==> config.mk <==
export PLATFORM = sky130hd
export DESIGN_NAME = heap_interval_store_flat
export DESIGN_NICKNAME = d
export VERILOG_FILES = /design/src/rtl/heap_interval_store_if.sv /design/src/rtl/heap_interval_store.sv /design/src/flat_wrapper.sv
export SDC_FILE = /design/constraint.sdc
export NUM_CORES = 2
export LEC_CHECK = 0
export ABC_AREA = 1
export BUFFER_PORTS_ARGS = -buffer_cell sky130_fd_sc_hd__buf_2
export CAP_MARGIN = 0
export CORE_MARGIN = 4
export CORE_UTILIZATION = 55
export CTS_CLUSTER_DIAMETER = 80
export CTS_CLUSTER_SIZE = 30
export DETAILED_ROUTE_END_ITERATION = 8
export PLACE_DENSITY = 0.81
export REMOVE_ABC_BUFFERS = 1
export SLEW_MARGIN = 20
export SYNTH_ARGS = -nofsm -noshare
export SYNTH_HDL_FRONTEND = slang
export SYNTH_SLANG_ARGS = --single-unit
export TNS_END_PERCENT = 20
==> constraint.sdc <==
create_clock -name clk_i -period 22.1 [get_ports clk_i]
set_input_delay 2.21 -clock clk_i [delete_from_list [all_inputs] [get_ports clk_i]]
set_output_delay 2.21 -clock clk_i [all_outputs]
set_load 0.05 [all_outputs]
==> src/rtl/heap_interval_store_if.sv <==
// -----------------------------------------------------------------------------
// heap_interval_store_if
// Bus bundle between the branch unit / debug side and heap_interval_store.
//   clr_i           synchronous clear of the whole table
//   en_write_i      write strobe for addr_first_i/addr_last_i
//   addr_first_i    interval start, inclusive
//   addr_last_i     interval end, inclusive
//   find_addr_i     lookup address
//   addr_in_range_o lookup hit (combinational)
//   hit_idx_o       lowest hitting entry index, 0 on miss (combinational)
//   read_idx_i      debug entry select
//   read_o/read2_o  registered first/last of the selected entry
//   count_o         number of valid entries
//   full_o          count_o == DEPTH
//   ovf_o           sticky eviction flag
//   hit_cnt_o       saturating hit counter, present only when
//                   HEAP_INTERVAL_STORE_HIT_CNT_EN is defined
// Modports: master drives the requests, slave is the store itself.
// -----------------------------------------------------------------------------
interface heap_interval_store_if #(
  parameter int DEPTH = 8,
  parameter int AW    = 32
);
  localparam int IW = $clog2(DEPTH);

  logic          clr_i;
  logic          en_write_i;
  logic [AW-1:0] addr_first_i;
  logic [AW-1:0] addr_last_i;
  logic [AW-1:0] find_addr_i;
  logic          addr_in_range_o;
  logic [IW-1:0] hit_idx_o;
  logic [IW-1:0] read_idx_i;
  logic [AW-1:0] read_o;
  logic [AW-1:0] read2_o;
  logic [IW:0]   count_o;
  logic          full_o;
  logic          ovf_o;
`ifdef HEAP_INTERVAL_STORE_HIT_CNT_EN
  logic [15:0]   hit_cnt_o;
`endif

  modport master (
    output clr_i, en_write_i, addr_first_i, addr_last_i, find_addr_i, read_idx_i,
    input  addr_in_range_o, hit_idx_o, read_o, read2_o, count_o, full_o, ovf_o
`ifdef HEAP_INTERVAL_STORE_HIT_CNT_EN
    , input hit_cnt_o
`endif
  );

  modport slave (
    input  clr_i, en_write_i, addr_first_i, addr_last_i, find_addr_i, read_idx_i,
    output addr_in_range_o, hit_idx_o, read_o, read2_o, count_o, full_o, ovf_o
`ifdef HEAP_INTERVAL_STORE_HIT_CNT_EN
    , output hit_cnt_o
`endif
  );
endinterface

==> src/rtl/heap_interval_store.sv <==
// -----------------------------------------------------------------------------
// heap_interval_store
// Storage/lookup end of the heap-overflow guard. Keeps the most recent DEPTH
// closed store intervals {first, last} in a circular table, merges a new
// interval into the newest entry when they overlap or touch, and answers in
// the same cycle whether find_addr_i lies inside any valid entry.
//
// Ports:
//   clk_i  clock
//   rst_i  asynchronous active-high reset
//   bus    heap_interval_store_if.slave (see the interface for signal list)
//
// Optional feature: define HEAP_INTERVAL_STORE_HIT_CNT_EN to add the 16-bit
// saturating hit counter bus.hit_cnt_o.
// -----------------------------------------------------------------------------
module heap_interval_store #(
  parameter int DEPTH = 8,
  parameter int AW    = 32
) (
  input logic                  clk_i,
  input logic                  rst_i,
  heap_interval_store_if.slave bus
);
  localparam int IW = $clog2(DEPTH);
  localparam int CW = IW + 1;
  localparam logic [CW-1:0] CNT_ONE  = {{(CW-1){1'b0}}, 1'b1};
  localparam logic [CW-1:0] CNT_FULL = CW'(DEPTH);
  localparam logic [IW-1:0] PTR_ONE  = {{(IW-1){1'b0}}, 1'b1};
  localparam logic [AW:0]   END_ONE  = {{AW{1'b0}}, 1'b1};

  // Table state
  logic [AW-1:0]    first_q [DEPTH];
  logic [AW-1:0]    last_q  [DEPTH];
  logic [DEPTH-1:0] valid_q;
  logic [IW-1:0]    wr_ptr_q, wr_ptr_d;
  logic [CW-1:0]    count_q, count_d;
  logic             ovf_q, ovf_d;
  logic [AW-1:0]    read_q, read2_q;

  // Write decode
  logic [IW-1:0]    newest_s;
  logic [AW:0]      newest_end_s;
  logic [AW-1:0]    merge_last_s;
  logic             wr_ok_s;
  logic             merge_s;
  logic             alloc_s;

  // Lookup
  logic [DEPTH-1:0] hit_vec_s;
  logic [IW-1:0]    hit_idx_s;

  // Per-entry hit vector over the registered table; valid masks stale payload
  always_comb begin
    hit_vec_s = '0;
    for (int i = 0; i < DEPTH; i++) begin
      hit_vec_s[i] = valid_q[i] &&
                     (first_q[i] <= bus.find_addr_i) &&
                     (bus.find_addr_i <= last_q[i]);
    end
  end

  // Lowest hitting index wins: scan downwards so the last assignment is the lowest
  always_comb begin
    hit_idx_s = '0;
    for (int i = DEPTH - 1; i >= 0; i--) begin
      hit_idx_s = hit_vec_s[i] ? IW'(i) : hit_idx_s;
    end
  end

  // Merge/allocate decision and next pointer, count and overflow
  always_comb begin
    newest_s     = wr_ptr_q - PTR_ONE;
    // last+1 in AW+1 bits so an entry ending at the top never touches address 0
    newest_end_s = {1'b0, last_q[newest_s]} + END_ONE;
    wr_ok_s      = bus.en_write_i && (bus.addr_first_i <= bus.addr_last_i);
    merge_s      = wr_ok_s && valid_q[newest_s] &&
                   (first_q[newest_s] <= bus.addr_first_i) &&
                   ({1'b0, bus.addr_first_i} <= newest_end_s);
    alloc_s      = wr_ok_s && !merge_s;
    merge_last_s = (bus.addr_last_i > last_q[newest_s]) ? bus.addr_last_i : last_q[newest_s];
    wr_ptr_d     = alloc_s ? (wr_ptr_q + PTR_ONE) : wr_ptr_q;
    if (alloc_s && !valid_q[wr_ptr_q]) begin
      count_d = count_q + CNT_ONE;
    end else begin
      count_d = count_q;
    end
    ovf_d = ovf_q || (alloc_s && valid_q[wr_ptr_q]);
  end

  // Valid bits, pointer, count, sticky overflow and the registered debug read
  always_ff @(posedge clk_i or posedge rst_i) begin
    if (rst_i) begin
      valid_q  <= '0;
      wr_ptr_q <= '0;
      count_q  <= '0;
      ovf_q    <= 1'b0;
      read_q   <= '0;
      read2_q  <= '0;
    end else if (bus.clr_i) begin
      valid_q  <= '0;
      wr_ptr_q <= '0;
      count_q  <= '0;
      ovf_q    <= 1'b0;
      read_q   <= '0;
      read2_q  <= '0;
    end else begin
      if (alloc_s) begin
        valid_q[wr_ptr_q] <= 1'b1;
      end
      wr_ptr_q <= wr_ptr_d;
      count_q  <= count_d;
      ovf_q    <= ovf_d;
      // Pre-write view of the selected entry; a same-cycle write shows next cycle
      read_q   <= valid_q[bus.read_idx_i] ? first_q[bus.read_idx_i] : '0;
      read2_q  <= valid_q[bus.read_idx_i] ? last_q[bus.read_idx_i]  : '0;
    end
  end

  // Entry payload; left unreset because every consumer masks it with valid
  always_ff @(posedge clk_i) begin
    if (alloc_s) begin
      first_q[wr_ptr_q] <= bus.addr_first_i;
      last_q[wr_ptr_q]  <= bus.addr_last_i;
    end else if (merge_s) begin
      last_q[newest_s]  <= merge_last_s;
    end
  end

`ifdef HEAP_INTERVAL_STORE_HIT_CNT_EN
  logic [15:0] hit_cnt_q;

  // Saturating count of cycles with a lookup hit
  always_ff @(posedge clk_i or posedge rst_i) begin
    if (rst_i) begin
      hit_cnt_q <= 16'h0000;
    end else if (bus.clr_i) begin
      hit_cnt_q <= 16'h0000;
    end else if ((|hit_vec_s) && (hit_cnt_q != 16'hFFFF)) begin
      hit_cnt_q <= hit_cnt_q + 16'h0001;
    end
  end

  assign bus.hit_cnt_o = hit_cnt_q;
`endif

  assign bus.addr_in_range_o = |hit_vec_s;
  assign bus.hit_idx_o       = hit_idx_s;
  assign bus.read_o          = read_q;
  assign bus.read2_o         = read2_q;
  assign bus.count_o         = count_q;
  assign bus.full_o          = (count_q == CNT_FULL);
  assign bus.ovf_o           = ovf_q;

endmodule

==> src/flat_wrapper.sv <==
// flat-port wrapper written by rule: the top's interface ports become plain ports
module heap_interval_store_flat 
#(
  parameter int DEPTH = 8,
  parameter int AW    = 32
)
  (clk_i, rst_i, bus_clr_i, bus_en_write_i, bus_addr_first_i, bus_addr_last_i, bus_find_addr_i, bus_read_idx_i, bus_addr_in_range_o, bus_hit_idx_o, bus_read_o, bus_read2_o, bus_count_o, bus_full_o, bus_ovf_o);
  heap_interval_store_if #(.DEPTH(DEPTH), .AW(AW)) bus_i ();
  input logic clk_i;
  input logic rst_i;
  input wire logic [$bits(bus_i.clr_i)-1:0] bus_clr_i;
  input wire logic [$bits(bus_i.en_write_i)-1:0] bus_en_write_i;
  input wire logic [$bits(bus_i.addr_first_i)-1:0] bus_addr_first_i;
  input wire logic [$bits(bus_i.addr_last_i)-1:0] bus_addr_last_i;
  input wire logic [$bits(bus_i.find_addr_i)-1:0] bus_find_addr_i;
  input wire logic [$bits(bus_i.read_idx_i)-1:0] bus_read_idx_i;
  output wire logic [$bits(bus_i.addr_in_range_o)-1:0] bus_addr_in_range_o;
  output wire logic [$bits(bus_i.hit_idx_o)-1:0] bus_hit_idx_o;
  output wire logic [$bits(bus_i.read_o)-1:0] bus_read_o;
  output wire logic [$bits(bus_i.read2_o)-1:0] bus_read2_o;
  output wire logic [$bits(bus_i.count_o)-1:0] bus_count_o;
  output wire logic [$bits(bus_i.full_o)-1:0] bus_full_o;
  output wire logic [$bits(bus_i.ovf_o)-1:0] bus_ovf_o;
  assign bus_i.clr_i = bus_clr_i;
  assign bus_i.en_write_i = bus_en_write_i;
  assign bus_i.addr_first_i = bus_addr_first_i;
  assign bus_i.addr_last_i = bus_addr_last_i;
  assign bus_i.find_addr_i = bus_find_addr_i;
  assign bus_i.read_idx_i = bus_read_idx_i;
  assign bus_addr_in_range_o = bus_i.addr_in_range_o;
  assign bus_hit_idx_o = bus_i.hit_idx_o;
  assign bus_read_o = bus_i.read_o;
  assign bus_read2_o = bus_i.read2_o;
  assign bus_count_o = bus_i.count_o;
  assign bus_full_o = bus_i.full_o;
  assign bus_ovf_o = bus_i.ovf_o;
  heap_interval_store #(.DEPTH(DEPTH), .AW(AW)) u_core (.clk_i(clk_i), .rst_i(rst_i), .bus(bus_i));
endmodule
# --- Word-level counts from Yosys, hierarchy flattened ---
# Memories as Yosys holds them, arrays and structs flattened.
# Index checks and enable logic that the tools add are counted.
# Widths: inputs -> output; s select.
word_totals:
  regBits: 80
  latchBits: 0
  ramBits: 512
  romBits: 0
  output_inout_bits: 74
  wordCells: 105
  memories: 2
memory_table:
  columns: ["memory", "depth", "word_bits", "rd", "rd_clocked_by_memory_dff", "wr", "line_no", "text"]
  rows:
  - ["u_core.first_q", 8, 32, 10, 0, 1, "heap_interval_store.sv:32", "logic [AW-1:0] first_q [DEPTH];"]
  - ["u_core.last_q", 8, 32, 10, 0, 1, "heap_interval_store.sv:33", "logic [AW-1:0] last_q [DEPTH];"]
classes:
  n_addsub: 4
  multipliers: 0
  div: 0
  n_lt_le_gt_ge: 24
  n_eq_ne: 1
  n_shift: 0
  mux: 36
  bitwise_logic: 1
  n_reduce_logical: 31
op_table:
  columns: ["op", "n"]
  rows:
  - ["$le 32x32->1", 18]
  - ["$mux 32", 6]
  - ["$add 32x1->33 const B", 1]
  - ["$le 32x33->1", 1]
  - ["$mux 3", 11]
  - ["$gt 32x32->1", 1]
  - ["$reduce_or 32->1", 1]
  - ["$logic_and 1x1->1", 24]
  - ["$mux 8", 2]
  - ["$lt 3x4->1 const B", 3]
  - ["$mux 1", 11]
  - ["$bmux 1 s3", 3]
  - ["$mux 4", 2]
  - ["$or 8x8->8", 1]
  - ["$reduce_or 8->1", 1]
  - ["$add 4x1->4 const B", 1]
  - ["$eq 4x4->1 const B", 1]
  - ["$reduce_bool 2->1", 2]
  - ["$add 3x1->3 const B", 1]
  - ["$demux 1 s3", 1]
  - ["$ge 3x1->1 const B", 1]
  - ["$sub 3x1->3 const B", 1]
  - ["$logic_not 1->1", 2]
  - ["$logic_or 1x1->1", 1]

# --- Longest topological paths before layout ---
logic_depth:
  ltp_word: 12
  ltp_mapped: 47
  depth_no_buf: 37

# --- Worst setup path after synthesis ---
# No wires, ideal clock.
synth_timing:
  kind: "register to register"
  start: "register u_core.wr_ptr_q[0]"
  end: "memory u_core.last_q[0][0] (enable)"
  arrival_ns: 7.262
  path_slack_ns: 14.417
  stages_incl_launch_ff: 37
  n_path_buf: 11
  cell_sequence: "dfrtp_1 buf_6 inv_4 buf_6 buf_6 buf_4 clkbuf_1 clkbuf_1 buf_1 ha_1 buf_4 buf_4 buf_2 a21oi_1 o21ai_0 nand2_1 inv_1 o21ai_4 ha_1 nand3_2 nor3_1 nand2_1 nor2_1 nand2_1 nor2_1 xor2_1 ha_1 nand2_1 or4_1 nor4_1 nor2_2 nand2_4 nand2_4 buf_6 nand2_2 nand3_2 nor2_1"
synth_between:
  elab_chain_len: 12
  elab_cells_between_ends: 21
  cone_classes: "add/sub: 2; order compare: 2; mux: 9; reduce/logical: 6; memory: 2"
synth_rtl:
  columns: ["element", "line_no", "text"]
  rows:
  - ["start: declaration", "heap_interval_store.sv:35", "logic [IW-1:0] wr_ptr_q, wr_ptr_d;"]
  - ["start signal: assignment", "heap_interval_store.sv:110", "wr_ptr_q <= wr_ptr_d;"]
  - ["parallel branches: the longest is 12 deep, another holds $add 32x1->33", null, null]
  - ["end: declaration", "heap_interval_store.sv:33", null]
# Several ways; the timed one is not identified. The select of a mux whose other input is x is not followed.

# --- Final worst setup path ---
layout_timing:
  start: "register u_core.wr_ptr_q[0]"
  end: "memory u_core.last_q[0][13] (enable)"
# Same word-level chain as after synthesis.

==> impl_metrics.tcl <==
set metrics [dict create \
    status "finished, final reports clean" \
    grt_busiest_layer "met2" \
    synth_area_leader_cell "edfxtp_1" \
    cts_tree "yes" \
    synth-edff-count 512 \
    post_cts_resized 0 \
    skew_ns 0.0381 \
    drt_pass1_iterations 7 \
    grt_first_pass_wirelength_mm 227 \
    cts_max_level 2 \
    synth.avg_cell_area_um2 8.53 \
    fmax_ghz 0.115 \
    place.gp.congestion 1.01 \
    synth-seq-area-share 0.397 \
    finalHoldViolCount 0 \
    post-cts-setup-buffers 0 \
    peakVddDrop_mv 0.0781 \
    hpwl_mm 109 \
    synthArstFlopShare 0.135 \
    nets 5921 \
    yosysTopAreaCellShare 0.351 \
    period_needed_ns 8.67 \
    wl_per_cell_um 24.4 \
    syn_area_um2 43800 \
    startpoint_type "register" \
    syn2layout_area_growth_pct 7.23 \
    worstHoldPathType "register to register" \
    slowest_delay_ns 0.88 \
    p_per_area_nw_per_um2 66.3 \
    die_x_um 290 \
    reg2reg_slack_ns 13.43 \
    place_ws_ns 13.72 \
    synth_area_leaders "edfxtp_1 (35%), ha_1 (18%), a21oi_1 (8.8%)" \
    crit_path_end_kind "register" \
    slew_viol_final 0 \
    dieHeight_um 290 \
    crit_path_top_delay_cell "dfrtp_4" \
    use_met2 0.537 \
    vias 40009 \
    grtUsageMet1 0.456 \
    start_util 0.555 \
    grt.overflow.total 0 \
    most-common-layout-cells "nand2_1 (866), a21oi_1 (772), ha_1 (644)" \
    rsz0062_at_grt "false" \
    row_count 103 \
    fin_tns_setup_ns 0 \
    maxCapViolCount 0 \
    cpLargestDelayFamily "simple AND/OR/NAND/NOR gates" \
    relSlewSlack 0.212 \
    worst-path-max-fanout 62 \
    clk_latency_ns 0.63 \
    cts_root_buf "clkbuf_16" \
    cp_data_arrival_time_ns 8.93 \
    grt_start_max_net_pins 188 \
    core_um2 79000 \
    grt_pass1_vias 37520 \
    drive_gt1_frac 0.0765 \
    drt-total-wl_mm 152 \
    yosys_warnings 0 \
    cts_buffer_depth 3 \
    final_common_cell "nand2_1" \
    drt_iter0_drc 5371 \
    setup_viol 0 \
    clkSinkCount 592 \
    setup_ws_ns 13.43 \
    io_pins 177 \
    ys_seq_elements 592 \
    avgViaCountPerCell 6.39 \
    worstPathBufferInverterCount 5 \
    leakagePower_nw 21.1 \
    synthCells 5136 \
    cp.required_ns 22.36 \
    synth-main-ff-cell "edfxtp_1" \
    post-route-period-util 0.392 \
    cts_made_buffers 40 \
    p_total_mw 3.12 \
    port_buffers 176 \
    ant_nets 0 \
    drc 0 \
    tightest_slew_ns 1.18 \
    floorplan.die_area_um2 84200 \
    antenna_found_initial 5 \
    grtUsageMet3 0.0743 \
    grt.total_usage 0.348 \
    critPathKind "register to register" \
    yosysUniqueCellTypes 55 \
    cpMostUsedCell "nand2_1" \
    whs_ns 0.596 \
    ctsHoldBuffers 0 \
    clk_pin_slew_ns 0.10 \
]
sequential cells by signal, summed over array words and instances (netlist names):
name	cells
u_core.first_q	256
u_core.bus.read2_o	32
u_core.valid_q	8
u_core.bus.count_o	4
u_core.last_q	256
u_core.wr_ptr_q	3
u_core.bus.read_o	32
u_core.bus.ovf_o	1
routing by layer:
layer / vias to the layer above / part of all wire
li1: 18099 / -
met4: 0 / 0.070
met3: 522 / 0.12
met2: 2793 / 0.43
met5: - / 0
met1: 18595 / 0.37
worst register-to-register path: stages (launching register included):
cell      delay [ns]
dfrtp_4         0.88
inv_6           0.36
ha_4            0.56
inv_4           0.57
buf_4           0.73
o21ai_0         0.23
o211ai_1        0.20
o21ai_1         0.20
inv_2           0.15
ha_1            0.19
nand3_2         0.14
nor3_1          0.31
nand2_1         0.19
nor2_1          0.23
nand2_1         0.12
nor2_1          0.14
xor2_1          0.09
ha_1            0.32
nand2_1         0.07
or4_1           0.53
nor4_1          0.33
nor2_2          0.10
nand2_4         0.14
nand2_4         0.14
nand2_2         0.12
nand3_2         0.22
nor2_4          0.57
buf_4           0.49
synth_stat cells, types with 2 or more instances:
cell and number:
a211oi_1 4, a21boi_0 2, a21o_1 7, a21oi_1 772
a21oi_2 3, a31oi_1 40, and3_1 6, buf_1 24
buf_2 28, buf_4 6, buf_6 27, clkbuf_1 133
dfrtp_1 80, edfxtp_1 512, ha_1 645, inv_1 628
inv_2 5, nand2_1 866, nand2_2 16, nand2_4 3
nand2_8 2, nand3_1 113, nand3_2 10, nand3b_1 2
nand4_1 65, nor2_1 212, nor2_2 9, nor2_4 3
nor3_1 38, nor4_1 19, o2111ai_1 3, o211ai_1 84
o211ai_2 2, o21a_1 23, o21ai_0 589, o21ai_1 69
o21ai_2 27, o21ai_4 2, o21bai_1 3, o221ai_1 13
xnor2_1 7, xor2_1 21
metrics by stage:
stage               utilization  instances  area (um2)
finish                    0.595       6258       47000
global route              0.595       6255       47000
CTS                       0.594       6252       46900
detailed placement        0.575       6179       45400
global placement          0.575       6179       45400
floorplan                     -       4918       42700
path summary, 6_finish.rpt:
path	start	end	cells past startpoint
max	u_core.wr_ptr_q[0]	u_core.last_q[0][13]	27
min	u_core.bus.count_o[1]	u_core.bus.count_o[1]	2
max reg2reg	u_core.wr_ptr_q[0]	u_core.last_q[0][13]	27
min reg2reg	u_core.bus.count_o[1]	u_core.bus.count_o[1]	2
max in group asynchronous	rst_i	u_core.wr_ptr_q[0]	3
min in group asynchronous	rst_i	u_core.bus.read2_o[14]	2
area by class of cell:
cell class	count	area (um2)
Fill cell	6765	32000
Clock inverter	32	513
Inverter	635	2410
Antenna cell	4	10.0
Clock buffer	41	1010
Multi-Input combinational cell	3691	23100
Sequential cell	592	17400
Tap cell	1050	1310
Timing Repair Buffer	213	1230
report_power, final:
group          switching (mW)  internal, mW
Clock                   0.498         0.382
Combinational           0.677         0.278
Sequential             0.0252          1.26
Total                    1.20          1.92
logic make-up after synthesis:
kind of cell,after synthesis,synth area share
buf+inv,853,0.0791
flops,592,0.397
fa+ha+maj,645,0.184
compound gates,1647,0.201
xor+xnor,29,0.00623
simple gates,1370,0.133
Note: power is estimated with default switching activity, not from simulation.
